**src/rtl/mem_access_unit.sv**
```systemverilog
// Load/store stage: byte-addressed access to a word-wide memory over req/ready.
// Build option MISALIGN_TRAP_EN: trap misaligned half/word accesses with error.
module mem_access_unit #(
   parameter int ADDR_WIDTH     = 16,
   parameter int TIMEOUT_CYCLES = 64
) (
   input  logic                  clock,
   input  logic                  reset,
   input  logic                  start,
   input  logic [2:0]            op,
   input  logic [31:0]           address,
   input  logic [31:0]           storeData,
   output logic                  busy,
   output logic                  done,
   output logic                  error,
   output logic [31:0]           loadData,
   output logic [ADDR_WIDTH-1:0] memAddr,
   output logic [31:0]           memWriteData,
   output logic [3:0]            memByteEnable,
   output logic                  memRead,
   output logic                  memWrite,
   input  logic                  memReady,
   input  logic [31:0]           memReadData
);

   typedef enum logic [1:0] {
      IDLE   = 2'd0,
      ACCESS = 2'd1,
      DONE   = 2'd2
   } state_t;

   localparam logic        TO_EN = (TIMEOUT_CYCLES != 0);
   localparam logic [15:0] LIMIT = 16'(TIMEOUT_CYCLES - 1);

   state_t      state, state_nxt;
   logic [2:0]  op_q;
   logic [1:0]  lane_q;
   logic [15:0] cnt;
   logic        accept, tmo, mis, is_store;
   logic [31:0] wdata_d, shifted, ext;
   logic [3:0]  be_d;
   logic [7:0]  byte_v;
   logic [15:0] half_v;
   logic        unused_ok;

   assign unused_ok = ^address[31:ADDR_WIDTH+2];
   assign is_store  = op[2] & (op[1] | op[0]);
   assign busy      = start | (state == ACCESS);

`ifdef MISALIGN_TRAP_EN
   always_comb begin
      mis = 1'b0;
      case (op)
         3'd2, 3'd3, 3'd6: mis = address[0];
         3'd4, 3'd7:       mis = |address[1:0];
         default:          mis = 1'b0;
      endcase
   end
`else
   assign mis = 1'b0;
`endif

   always_comb begin
      wdata_d = storeData;
      be_d    = 4'b1111;
      case (op)
         3'd0, 3'd1, 3'd5: begin
            wdata_d = {4{storeData[7:0]}};
            be_d    = 4'b0001 << address[1:0];
         end
         3'd2, 3'd3, 3'd6: begin
            wdata_d = {2{storeData[15:0]}};
            be_d    = address[1] ? 4'b1100 : 4'b0011;
         end
         default: ;
      endcase
   end

   always_comb begin
      shifted = memReadData >> {lane_q, 3'b000};
      byte_v  = shifted[7:0];
      half_v  = lane_q[1] ? memReadData[31:16] : memReadData[15:0];
      ext     = memReadData;
      case (op_q)
         3'd0:    ext = {{24{byte_v[7]}}, byte_v};
         3'd1:    ext = {24'd0, byte_v};
         3'd2:    ext = {{16{half_v[15]}}, half_v};
         3'd3:    ext = {16'd0, half_v};
         default: ext = memReadData;
      endcase
   end

   always_comb begin
      state_nxt = state;
      accept    = 1'b0;
      tmo       = 1'b0;
      unique case (state)
         IDLE: begin
            if (start) begin
               accept    = ~mis;
               state_nxt = mis ? DONE : ACCESS;
            end
         end
         ACCESS: begin
            if (memReady) begin
               state_nxt = DONE;
            end else if (TO_EN && cnt == LIMIT) begin
               tmo       = 1'b1;
               state_nxt = DONE;
            end
         end
         DONE:    state_nxt = IDLE;
         default: state_nxt = IDLE;
      endcase
   end

   always_ff @(posedge clock or negedge reset) begin
      if (!reset) state <= IDLE;
      else        state <= state_nxt;
   end

   always_ff @(posedge clock or negedge reset) begin
      if (!reset) begin
         op_q          <= 3'd0;
         lane_q        <= 2'd0;
         cnt           <= 16'd0;
         done          <= 1'b0;
         error         <= 1'b0;
         loadData      <= 32'd0;
         memAddr       <= '0;
         memWriteData  <= 32'd0;
         memByteEnable <= 4'd0;
         memRead       <= 1'b0;
         memWrite      <= 1'b0;
      end else begin
         done  <= (state_nxt == DONE);
         error <= tmo | (state == IDLE && start && mis);
         if (state == IDLE && start) begin
            op_q          <= op;
            lane_q        <= address[1:0];
            memAddr       <= address[ADDR_WIDTH+1:2];
            memWriteData  <= wdata_d;
            memByteEnable <= be_d;
            memRead       <= ~mis & ~is_store;
            memWrite      <= ~mis & is_store;
         end
         if (accept) begin
            cnt <= 16'd0;
         end else if (state == ACCESS && !memReady) begin
            cnt <= cnt + 16'd1;
         end
         if (state == ACCESS && (memReady || tmo)) begin
            memRead  <= 1'b0;
            memWrite <= 1'b0;
         end
         // memWrite still set here means the finishing access was a store
         if (state == ACCESS && memReady && !memWrite) begin
            loadData <= ext;
         end
      end
   end

endmodule

```
**config.mk**
```make
export PLATFORM = sky130hd
export DESIGN_NAME = mem_access_unit
export DESIGN_NICKNAME = d
export VERILOG_FILES = /design/src/rtl/mem_access_unit.sv
export SDC_FILE = /design/constraint.sdc
export NUM_CORES = 1
export LEC_CHECK = 0
export CORE_UTILIZATION = 45
export DETAILED_ROUTE_END_ITERATION = 8
export PLACE_DENSITY_LB_ADDON = 0.2
export SYNTH_ARGS = -nofsm -noshare
export SYNTH_HDL_FRONTEND = slang
export SYNTH_SLANG_ARGS = --single-unit
export TNS_END_PERCENT = 20
```
**constraint.sdc**
```tcl
create_clock -name clock -period 1.92 [get_ports clock]
set_input_delay 0.48 -clock clock [delete_from_list [all_inputs] [get_ports clock]]
set_output_delay 0.48 -clock clock [all_outputs]
set_load 0.1 [all_outputs]
```
==> results by group, run 1 <==
Timing
  – Final min period: 1830 ps
  – Final hold vios: 0
  – Final setup vio count: 0
  – Period utilization: 95.6%
  – Setup TNS: 0 ps
  – Crit path setup slack, layout: 85.2 ps
  – RSZ-0062 raised after global routing: false
  – Fmax: 545 MHz
  – Clk_skew: 13.5 ps
  – Pins Over Slew Limit: 0
  – Slew HR: 64.1%
  – WHS: 57.1 ps
  – Worst Tran Pin Value: 538 ps

Logic synthesis
  – Top cells by area, synth: dfrtp_1, nand2_1, mux2i_1
  – Top_reg_cell synth: dfrtp_1
  – Area of the mapped netlist: 5270 um2
  – Register area share after synthesis: 52.7%
  – Syn. warnings: 0
  – EDFF count, synth: 0
  – Share of flip-flops with an asynchronous set or reset: 100%
  – Mean area per synthesized cell: 9.27 um2
  – Share of the synthesized area in the top cell type: 52.7%
  – Synth cell types: 49
  – Seq cells post-synth: 111
  – Yosys top cell by area: dfrtp_1
  – Post-synth net total: 673
  – Post-Syn Instances: 569

Place
  – Routability Congestion: 0.820
  – Port-buffer cells: 177
  – Detail Placement HPWL: 11,300 um
  – Placement Setup Slack: -245 ps
  – Cells after DPL: 893

Setup path
  – CP Cell Sequence: clkdlybuf4s50_1 -> or2_4 -> buf_12
  – Max incr delay on CP: 440 ps
  – Critical path's slowest cell: clkdlybuf4s50_1
  – Critical path data arrival time: 1350 ps
  – Setup Crit Path Kind: primary input to output pin
  – Reg2reg path depth: 4
  – Worst R2R Setup Slack: 220 ps
  – Reg2reg start: state[1]
  – Reg2reg end: cnt[13]
  – Req. time, crit path: 1440 ps
  – Crit path max fanout: 3
  – Critical Path Source Type: primary input
  – Worst setup EP type: output pin

CTS
  – Cts hold-fix bufs: 0
  – CTS sink count: 111
  – Clk slew on worst S/H paths: 70 ps
  – Htree depth: 3
  – Longest Clk Path Bufs: 2
  – Total CTS buffers: 9
  – CTS tree: built
  – Later-pin clock latency in the skew report: 350 ps
  – Root Buffer: clkbuf_16

Finish
  – Layout Nets: 866
  – Fin cells: 910
  – Number of fill cells: 771
  – ANT cells: 0
  – Most frequent cells in the layout: nand2_1, dfrtp_1, buf_12
  – Layout cells sized above 1: 22.6%
  – Commonest non-fill, non-tap cell in the layout: nand2_1
  – P&R area growth vs syn: 65.0%

Floorplanning
  – Io pins: 192
  – Die W: 110 um
  – Placement Rows: 39
  – Starting Density: 46.2%
  – Die footprint: 12,200 um2
  – Die Height: 110 um
  – Core Region: 11,400 um2

Global route
  – Antenna violations before repair: 0
  – Largest net degree at the start of global routing: 38
  – First-pass GRT wire length: 23,800 um
  – Total grt overflow: 0
  – Number of global-route vias before repair: 4,819
  – GRT Total Usage: 25.6%

Drt
  – DRT Pass-1 Iters: 7
  – Via/cell ratio: 5.34
  – Routed Antenna Nets: 0
  – Vias: 4,857
  – Initial DRC count: 329
  – Wire length per cell: 16.5 um
  – WL final: 15,000 um
  – Detailed-route DRC error count: 0

Worst hold path
  – Min-delay worst type: primary input to async pin

Flow run
  – Max Cap Violations: 0

Run status
  – Status: finished clean
## final cells by class
type	instances	area, um2	area share, %
Clock buffer	11	233	2.68
Clock inverter	5	38.8	0.446
Inverter	5	18.8	0.216
Multi-Input combinational cell	419	2340	26.9
Sequential cell	111	2780	31.9
Tap cell	143	179	2.06
Timing Repair Buffer	216	3120	35.8
## worst max path at each step
| stage | from | end | slack [ps] | cells past startpoint |
|---|---|---|---|---|
| global route | state[1] | busy | 30 | 3 |
| floorplan | memWrite | loadData[20] | 70 | 4 |
| finish | start | busy | 90 | 3 |
| CTS | start | busy | 20 | 3 |
| global placement | memReady | cnt[13] | -190 | 5 |
| detailed placement | memReady | cnt[13] | -240 | 5 |
## synthesized netlist by cell type (3+ instances only)
| master | instances |
|---|---|
| a31oi_1 | 12 |
| a32oi_1 | 8 |
| nor4_1 | 3 |
| xnor2_1 | 5 |
| buf_2 | 9 |
| mux2i_1 | 25 |
| nor2b_1 | 8 |
| o21ai_0 | 43 |
| dfrtp_1 | 111 |
| xor2_1 | 5 |
| clkbuf_1 | 15 |
| nand3b_1 | 8 |
| inv_1 | 5 |
| nor2_1 | 49 |
| a21oi_1 | 28 |
| nand2b_1 | 9 |
| nand3_1 | 6 |
| nand2_1 | 156 |
| buf_1 | 6 |
| mux2_2 | 15 |
| nand4_1 | 7 |
## critical path: cells and delay by family
kind          cells  cell delay [ps]
buf+inv           2              600
simple gates      1              270
## stage by stage
step / util, % / cell area [um2]
6_report: 76.2 / 8700
2_1_floorplan: - / 5270
3_5_place_dp: 73.7 / 8410
4_1_cts: 76.2 / 8700
3_3_place_gp: 73.7 / 8410
5_1_grt: 76.2 / 8700
## metal layers
layer	vias up	track usage (%)	part of all wire (%)
li1	2315	-	-
met1	2337	30.7	39
met2	185	43.6	51
met3	20	8.76	8.7
met4	0	7.05	1.4
met5	-	0	0
## state kept, by name (all words and copies together) (netlist names), 2 cells and up
signal / flops
memAddr: 16
state: 2
op_q: 3
memWriteData: 32
loadData: 32
memByteEnable: 4
cnt: 16
lane_q: 2
## kinds of logic after synthesis
family	count (synthesis)	synth area share (%)
flops	111	52.7
compound gates	104	11.4
xor+xnor	10	1.66
fa+ha+maj	1	0.237
mux	40	7.95
simple gates	264	22.8
buf+inv	39	3.25
## what timing repair did
action                                  4_1_cts  5_1_grt
cloned                                        0        0
gates resized for setup                       1        2
buffers inserted                              1        0
endpoints found under the setup margin        1        1
Power of run 1 is not shown: default switching activity piles up to over one toggle a cycle in this logic, so the estimate is an artifact.
==> inputs of run 2 (changes only) <==
CAP_MARGIN = 10   (was not set)
==> results of run 2 <==
No change in the layout: final DEF, timing and power equal those of run 1.
Power of run 2 is left out for the same reason.
